<file path="src/rtl/uart_bus_pkg.sv">
// rtl/uart_bus_pkg.sv - shared types and constants for the byte-stream bus master
package uart_bus_pkg;

   typedef enum logic [2:0] {
      CMD,
      ADDR,
      WDATA,
      BUS,
      RESP
   } state_t;

   localparam logic [1:0] SZ_B   = 2'd0;
   localparam logic [1:0] SZ_H   = 2'd1;
   localparam logic [1:0] SZ_W   = 2'd2;
   localparam logic [1:0] SZ_BAD = 2'd3;

   localparam int CMD_WRITE_BIT = 7;
   localparam int CMD_SIZE_LSB  = 0;
   localparam int CMD_SIZE_MSB  = 1;

   localparam logic [7:0] DEF_ACK_BYTE = 8'h4B;
   localparam logic [7:0] DEF_ERR_BYTE = 8'h45;
   localparam logic [7:0] DEF_TMO_BYTE = 8'h54;

   // Index of the last data byte of a transfer (N-1 for N = 1/2/4).
   function automatic logic [1:0] last_idx(input logic [1:0] sz);
      case (sz)
         SZ_B:    last_idx = 2'd0;
         SZ_H:    last_idx = 2'd1;
         default: last_idx = 2'd3;
      endcase
   endfunction

endpackage

</file>
<file path="src/rtl/uart_bus_master_if.sv">
// rtl/uart_bus_master_if.sv - valid/ready memory bus seen from the bridge
interface uart_bus_master_if;
   logic [31:0] addr;
   logic [2:0]  size;
   logic        valid;
   logic        write;
   logic [31:0] wdata;
   logic [31:0] rdata;
   logic        ready;

   modport master (
      output addr, size, valid, write, wdata,
      input  rdata, ready
   );

   modport slave (
      input  addr, size, valid, write, wdata,
      output rdata, ready
   );
endinterface

</file>
<file path="src/rtl/ubm_timeout.sv">
// rtl/ubm_timeout.sv - loadable down-counter that flags a stalled bus transfer
module ubm_timeout #(
   parameter int TIMEOUT = 1024
) (
   input  logic clk,
   input  logic rst,
   input  logic clear,
   input  logic enable,
   output logic expired
);
   localparam int W = $clog2(TIMEOUT);
   // Loaded with TIMEOUT-2 so that the cycle in which the stall count would
   // reach TIMEOUT-1 is the one where expired is seen alongside enable.
   localparam logic [W-1:0] LOAD = W'(TIMEOUT - 2);

   logic [W-1:0] count;

   // Reload while idle, count down each stalled cycle, park at zero.
   always_ff @(posedge clk or posedge rst) begin
      if (rst) begin
         count <= '0;
      end else if (clear) begin
         count <= LOAD;
      end else if (enable && (count != '0)) begin
         count <= count - 1'b1;
      end
   end

   assign expired = (count == '0);
endmodule

</file>
<file path="src/rtl/uart_bus_master.sv">
// rtl/uart_bus_master.sv - serial command frames in, one bus transaction out, result bytes back
module uart_bus_master
   import uart_bus_pkg::*;
#(
   parameter int         TIMEOUT  = 1024,
   parameter logic [7:0] ACK_BYTE = DEF_ACK_BYTE,
   parameter logic [7:0] ERR_BYTE = DEF_ERR_BYTE,
   parameter logic [7:0] TMO_BYTE = DEF_TMO_BYTE
) (
   input  logic              clk,
   input  logic              rst,
   input  logic [7:0]        rx_data,
   input  logic              rx_valid,
   output logic              rx_ready,
   output logic [7:0]        tx_data,
   output logic              tx_valid,
   input  logic              tx_ready,
   uart_bus_master_if.master bus,
   output logic              busy
);
   state_t      state, state_n;
   logic [1:0]  cnt;
   logic        write_q;
   logic [1:0]  size_q;
   logic [31:0] addr_q;
   logic [31:0] wdata_q;
   logic [31:0] resp_q;
   logic        bus_valid;
   logic        rx_fire;
   logic        tx_fire;
   logic        tmo_clear;
   logic        tmo_enable;
   logic        tmo_expired;
   logic        tmo_hit;
   logic [1:0]  last;
   logic        unused_cmd_bits;

   // CMD[6:2] carry no meaning in the frame format.
   assign unused_cmd_bits = ^rx_data[6:2];

   assign last       = last_idx(size_q);
   assign rx_fire    = rx_valid && rx_ready;
   assign tx_fire    = tx_valid && tx_ready;
   assign tmo_clear  = (state != BUS);
   assign tmo_enable = (state == BUS) && !bus.ready;
   assign tmo_hit    = tmo_enable && tmo_expired;

   ubm_timeout #(.TIMEOUT(TIMEOUT)) u_timeout (
      .clk     (clk),
      .rst     (rst),
      .clear   (tmo_clear),
      .enable  (tmo_enable),
      .expired (tmo_expired)
   );

   // State register.
   always_ff @(posedge clk or posedge rst) begin
      if (rst) begin
         state <= CMD;
      end else begin
         state <= state_n;
      end
   end

   // Next-state and handshake outputs; valid is decoded from state so a
   // reset drops it in the same cycle.
   always_comb begin
      state_n   = state;
      rx_ready  = 1'b0;
      tx_valid  = 1'b0;
      bus_valid = 1'b0;
      case (state)
         CMD: begin
            rx_ready = 1'b1;
            if (rx_valid) begin
               state_n = (rx_data[CMD_SIZE_MSB:CMD_SIZE_LSB] == SZ_BAD) ? RESP : ADDR;
            end
         end
         ADDR: begin
            rx_ready = 1'b1;
            if (rx_valid && (cnt == 2'd3)) begin
               state_n = write_q ? WDATA : BUS;
            end
         end
         WDATA: begin
            rx_ready = 1'b1;
            if (rx_valid && (cnt == last)) begin
               state_n = BUS;
            end
         end
         BUS: begin
            bus_valid = 1'b1;
            if (bus.ready || tmo_hit) begin
               state_n = RESP;
            end
         end
         RESP: begin
            tx_valid = 1'b1;
            if (tx_ready && (cnt == 2'd0)) begin
               state_n = CMD;
            end
         end
         default: state_n = CMD;
      endcase
   end

   // Frame assembly, bus result capture and response byte sequencing.
   // In RESP, cnt holds the number of bytes still to follow the current one.
   always_ff @(posedge clk or posedge rst) begin
      if (rst) begin
         cnt     <= 2'd0;
         write_q <= 1'b0;
         size_q  <= 2'd0;
         addr_q  <= 32'd0;
         wdata_q <= 32'd0;
         resp_q  <= 32'd0;
      end else begin
         case (state)
            CMD: begin
               if (rx_fire) begin
                  write_q <= rx_data[CMD_WRITE_BIT];
                  size_q  <= rx_data[CMD_SIZE_MSB:CMD_SIZE_LSB];
                  cnt     <= 2'd0;
                  if (rx_data[CMD_SIZE_MSB:CMD_SIZE_LSB] == SZ_BAD) begin
                     resp_q <= {24'd0, ERR_BYTE};
                  end
               end
            end
            ADDR: begin
               if (rx_fire) begin
                  addr_q[8*cnt +: 8] <= rx_data;
                  cnt                <= cnt + 2'd1;
                  if (cnt == 2'd3) begin
                     wdata_q <= 32'd0;
                  end
               end
            end
            WDATA: begin
               if (rx_fire) begin
                  wdata_q[8*cnt +: 8] <= rx_data;
                  cnt                 <= (cnt == last) ? 2'd0 : cnt + 2'd1;
               end
            end
            BUS: begin
               if (bus.ready) begin
                  if (write_q) begin
                     resp_q <= {24'd0, ACK_BYTE};
                     cnt    <= 2'd0;
                  end else begin
                     resp_q <= bus.rdata;
                     cnt    <= last;
                  end
               end else if (tmo_hit) begin
                  resp_q <= {24'd0, TMO_BYTE};
                  cnt    <= 2'd0;
               end
            end
            RESP: begin
               if (tx_fire) begin
                  resp_q <= resp_q >> 8;
                  if (cnt != 2'd0) begin
                     cnt <= cnt - 2'd1;
                  end
               end
            end
            default: cnt <= 2'd0;
         endcase
      end
   end

   assign tx_data   = resp_q[7:0];
   assign busy      = (state != CMD);
   assign bus.addr  = addr_q;
   assign bus.size  = {1'b0, size_q};
   assign bus.valid = bus_valid;
   assign bus.write = write_q;
   assign bus.wdata = wdata_q;
endmodule

</file>
<file path="src/flat_wrapper.sv">
// flat-port wrapper written by rule: the top's interface ports become plain ports
module uart_bus_master_flat import uart_bus_pkg::*;
#(
   parameter int         TIMEOUT  = 1024,
   parameter logic [7:0] ACK_BYTE = DEF_ACK_BYTE,
   parameter logic [7:0] ERR_BYTE = DEF_ERR_BYTE,
   parameter logic [7:0] TMO_BYTE = DEF_TMO_BYTE
)
  (clk, rst, rx_data, rx_valid, rx_ready, tx_data, tx_valid, tx_ready, busy, bus_addr, bus_size, bus_valid, bus_write, bus_wdata, bus_rdata, bus_ready);
  uart_bus_master_if bus_i ();
  input  logic clk;
  input  logic rst;
  input  logic [7:0] rx_data;
  input  logic rx_valid;
  output logic rx_ready;
  output logic [7:0] tx_data;
  output logic tx_valid;
  input  logic tx_ready;
  output logic busy;
  output wire logic [$bits(bus_i.addr)-1:0] bus_addr;
  output wire logic [$bits(bus_i.size)-1:0] bus_size;
  output wire logic [$bits(bus_i.valid)-1:0] bus_valid;
  output wire logic [$bits(bus_i.write)-1:0] bus_write;
  output wire logic [$bits(bus_i.wdata)-1:0] bus_wdata;
  input wire logic [$bits(bus_i.rdata)-1:0] bus_rdata;
  input wire logic [$bits(bus_i.ready)-1:0] bus_ready;
  assign bus_addr = bus_i.addr;
  assign bus_size = bus_i.size;
  assign bus_valid = bus_i.valid;
  assign bus_write = bus_i.write;
  assign bus_wdata = bus_i.wdata;
  assign bus_i.rdata = bus_rdata;
  assign bus_i.ready = bus_ready;
  uart_bus_master #(.TIMEOUT(TIMEOUT), .ACK_BYTE(ACK_BYTE), .ERR_BYTE(ERR_BYTE), .TMO_BYTE(TMO_BYTE)) u_core (.clk(clk), .rst(rst), .rx_data(rx_data), .rx_valid(rx_valid), .rx_ready(rx_ready), .tx_data(tx_data), .tx_valid(tx_valid), .tx_ready(tx_ready), .bus(bus_i), .busy(busy));
endmodule
</file>
<file path="config.mk">
export PLATFORM = sky130hd
export DESIGN_NAME = uart_bus_master_flat
export DESIGN_NICKNAME = d
export VERILOG_FILES = /design/src/rtl/uart_bus_pkg.sv /design/src/rtl/uart_bus_master_if.sv /design/src/rtl/ubm_timeout.sv /design/src/rtl/uart_bus_master.sv /design/src/flat_wrapper.sv
export SDC_FILE = /design/constraint.sdc
export NUM_CORES = 1
export LEC_CHECK = 0
export ABC_AREA = 1
export CAP_MARGIN = 10
export CORE_MARGIN = 2
export CORE_UTILIZATION = 55
export DETAILED_ROUTE_END_ITERATION = 7
export DONT_BUFFER_PORTS = 1
export PLACE_DENSITY = 0.7
export SLEW_MARGIN = 30
export SYNTH_ARGS = -nofsm -noshare
export SYNTH_HDL_FRONTEND = slang
export SYNTH_SLANG_ARGS = --single-unit
</file>
<file path="constraint.sdc">
create_clock -name clk -period 11.1 [get_ports clk]
set_input_delay 2.22 -clock clk [delete_from_list [all_inputs] [get_ports clk]]
set_output_delay 2.22 -clock clk [all_outputs]
set_load 0.01 [all_outputs]
</file>
==> out/qor.yml <==
floorplan:
  placement_rows: 36
  die-height_um: 104
  floorplan.io_pins: 125
  dieWidth_um: 104
  start_util: 0.566
  dieArea_um2: 10900
  fp.coreArea_um2: 9770
timing:
  final_max_slew_viol_count: 0
  final_critical_path_setup_slack_ns: 6.81
  timing.final.setup_violations: 0
  timing.final.hold_violations: 0
  slew-limit-headroom: 0.374
  period_share: 0.386
  max_freq_mhz: 233
  rsz_0062_raised_after_global_routing: "false"
  tns_ns: 0
  final.setup_skew_ns: 0.00942
  period_needed_ns: 4.29
  worst-slew-pin-transition_ns: 0.938
layout:
  finalCoreUtilization: 0.620
  areaGrowthSynthToFinish_pct: 9.57
  finalNonFillerCells: 777
  finalNetCount: 683
  insertedDiodeCount: 0
  drive_gt1_frac: 0.102
logic_synthesis:
  synthDominantCellAreaShare: 0.516
  syn_nets: 692
  synth_most_common_cell: "nand2_1"
  synth_seq_area_share: 0.516
  synth_warnings: 0
  most_used_standard_cells_in_the_synthesized_netlist: "nand2_1, dfrtp_1, inv_1, nand3_1, o21ai_0"
  yosysUniqueCellTypes: 33
  synth.cell_area_um2: 5530
  syn-instance-count: 640
  yosys_register_bits: 114
  synth_enable_flop_cells: 0
  synthesis.area_per_instance_um2: 8.64
  yosys.area.top_type: "dfrtp_1"
  synth_area_leaders: "dfrtp_1, nand2_1, nand3_1, o21ai_0, inv_1"
  leading_register_cell_type_out_of_synthesis: "dfrtp_1"
  synthArstFlopShare: 1.00
drt:
  wl_um: 13100
  drc_errors: 0
  detail_route.iter0.violations: 301
  ant_nets: 0
  route.detailed.vias_per_inst: 5.57
  via_count: 4331
  routedWlPerCell_um: 16.9
  drtPass1Iterations: 5
pwr:
  cellPowerDensity_nw_per_um2: 271
  static-leakage-power_nw: 2.84
  post-layout-total-power_w: 0.00164
  vdd.ir_drop.worst_v: 0.000132
clock_tree:
  number_of_sinks_handled_by_clock_tree_synthesis: 114
  tritoncts: "done"
  cts_hold_buffers: 0
  cts-root-buf: "clkbuf_8"
  cts_max_level: 4
  post_cts.resized_instances: 0
  cts.reportedPaths.clkPinSlew_ns: 0.06
  cts_made_buffers: 17
  post-cts-setup-buffers: 0
  cts_buffer_depth: 2
  insertion_delay_to_the_later_sink_of_the_worst_skew_pair_ns: 0.53
run:
  max-cap-violations: 0
worst_setup_path:
  endpoint_kind: "output pin"
  startpoint_type: "flip-flop"
  critical_path_arrival_ns: 2.07
  crit_fanout: 29
  timing.setup.critical_path_class: "flip-flop to output pin"
  critPathRequiredTime_ns: 8.88
global_routing:
  grt_antenna_before_repair: 0
  grt.overflow.total: 0
  maximum_number_of_pins_on_one_net_before_global_route_repair: 60
  globalRouteTotalUtil: 0.252
  number_of_global_route_vias_before_repair: 4297
  global_route_wire_length_before_repair_um: 21400
placed_design:
  finalWeightedCongestion: 0.931
  dp_cells: 745
  dp_worst_setup_slack_ns: 7.37
  hpwlAfterDp_um: 9130
  placement.io_buffers: 0
run_status:
  run_status: "finished clean"
worst_hold_path:
  worst_hold_check_path_type: "flip-flop to flip-flop"
[sequential cells by signal (all words and copies together), names as in the netlist]
| signal | flops |
|---|---|
| u_core.state | 3 |
| u_core.u_timeout.count | 10 |
| u_core.cnt | 2 |
| u_core.bus.wdata | 32 |
| u_core.size_q | 2 |
| u_core.bus.addr | 32 |
| u_core.bus.write | 1 |
| u_core.resp_q | 32 |
[power breakdown]
group | internal (W) | total, W | switching [W]
Sequential | 0.000535 | 0.000665 | 0.000130
Combinational | 0.000143 | 0.000451 | 0.000308
Clock | 0.000331 | 0.000525 | 0.000194
Total | 0.00101 | 0.00164 | 0.000632
[cells by family after synthesis]
logic type                 Yosys count  synth area share
buffers and inverters               84            0.0783
xor gates and xnor gates             3           0.00475
other                                1          0.000678
muxes                                8            0.0163
AOI/OAI and AO/OA                  122             0.133
adders and majority gates            7            0.0158
DFF                                114             0.516
and+or+nand+nor                    301             0.235
[stage by stage]
step,hold slack (ns),area [um^2]
finish,0.480,6060
global route,0.506,6060
CTS,0.479,6050
detailed placement,0.462,5480
global placement,0.460,5480
floorplan,0.443,5530
[metal layers]
metal | up-vias | share of wire | global-route usage
met2 | 159 | 0.50 | 0.409
met3 | 25 | 0.085 | 0.102
li1 | 2080 | - | -
met1 | 2067 | 0.40 | 0.303
met5 | - | 0 | 0
met4 | 0 | 0.020 | 0.0936
[cells in the final DEF, fill, tap and decap left out]
master	instances
a21oi_1	4
a22oi_1	19
a31oi_1	1
and3_1	1
buf_4	1
bufinv_16	2
clkbuf_1	1
clkbuf_16	16
clkbuf_8	3
clkinv_2	3
clkinv_4	1
clkinvlp_4	4
conb_1	1
dfrtp_1	114
ha_1	7
inv_1	50
inv_2	4
inv_4	1
inv_6	2
mux2_1	2
mux2_2	6
nand2_1	196
nand2_2	7
nand2_4	2
nand3_1	42
nand3_2	1
nand4_1	4
nor2_1	31
nor2_2	7
nor2_4	5
nor3_1	4
nor3_2	1
o211ai_1	1
o21a_1	24
o21ai_0	39
o21ai_1	24
o21bai_1	2
o22ai_1	8
xnor2_1	1
xor2_1	2
[worst paths after layout]
check,from,to,slack (ns),depth (start not counted)
max reg2reg,u_core.cnt[0],u_core.bus.addr[16],8.52,7
max in group asynchronous,rst,u_core.bus.addr[24],8.22,2
min in group asynchronous,rst,u_core.u_timeout.count[9],1.67,1
max,u_core.state[1],tx_valid,6.81,3
min reg2reg,u_core.resp_q[30],u_core.resp_q[30],0.48,2
min,u_core.resp_q[30],u_core.resp_q[30],0.48,2
[cell type report]
cell class,count,area [um^2]
fill,854,3720
sequential,114,2850
multi-input combinational,442,2240
clock buffer,20,445
inverter,55,209
tap,133,166
clock inverter,12,131
timing repair buffer,1,7.51
[worst max-delay path: stages (launching register included)]
cell	delay (ns)
dfrtp_1	0.45
nor2_1	0.24
nand2_1	0.14
inv_1	0.71
Power figures use the tool's default switching activity.
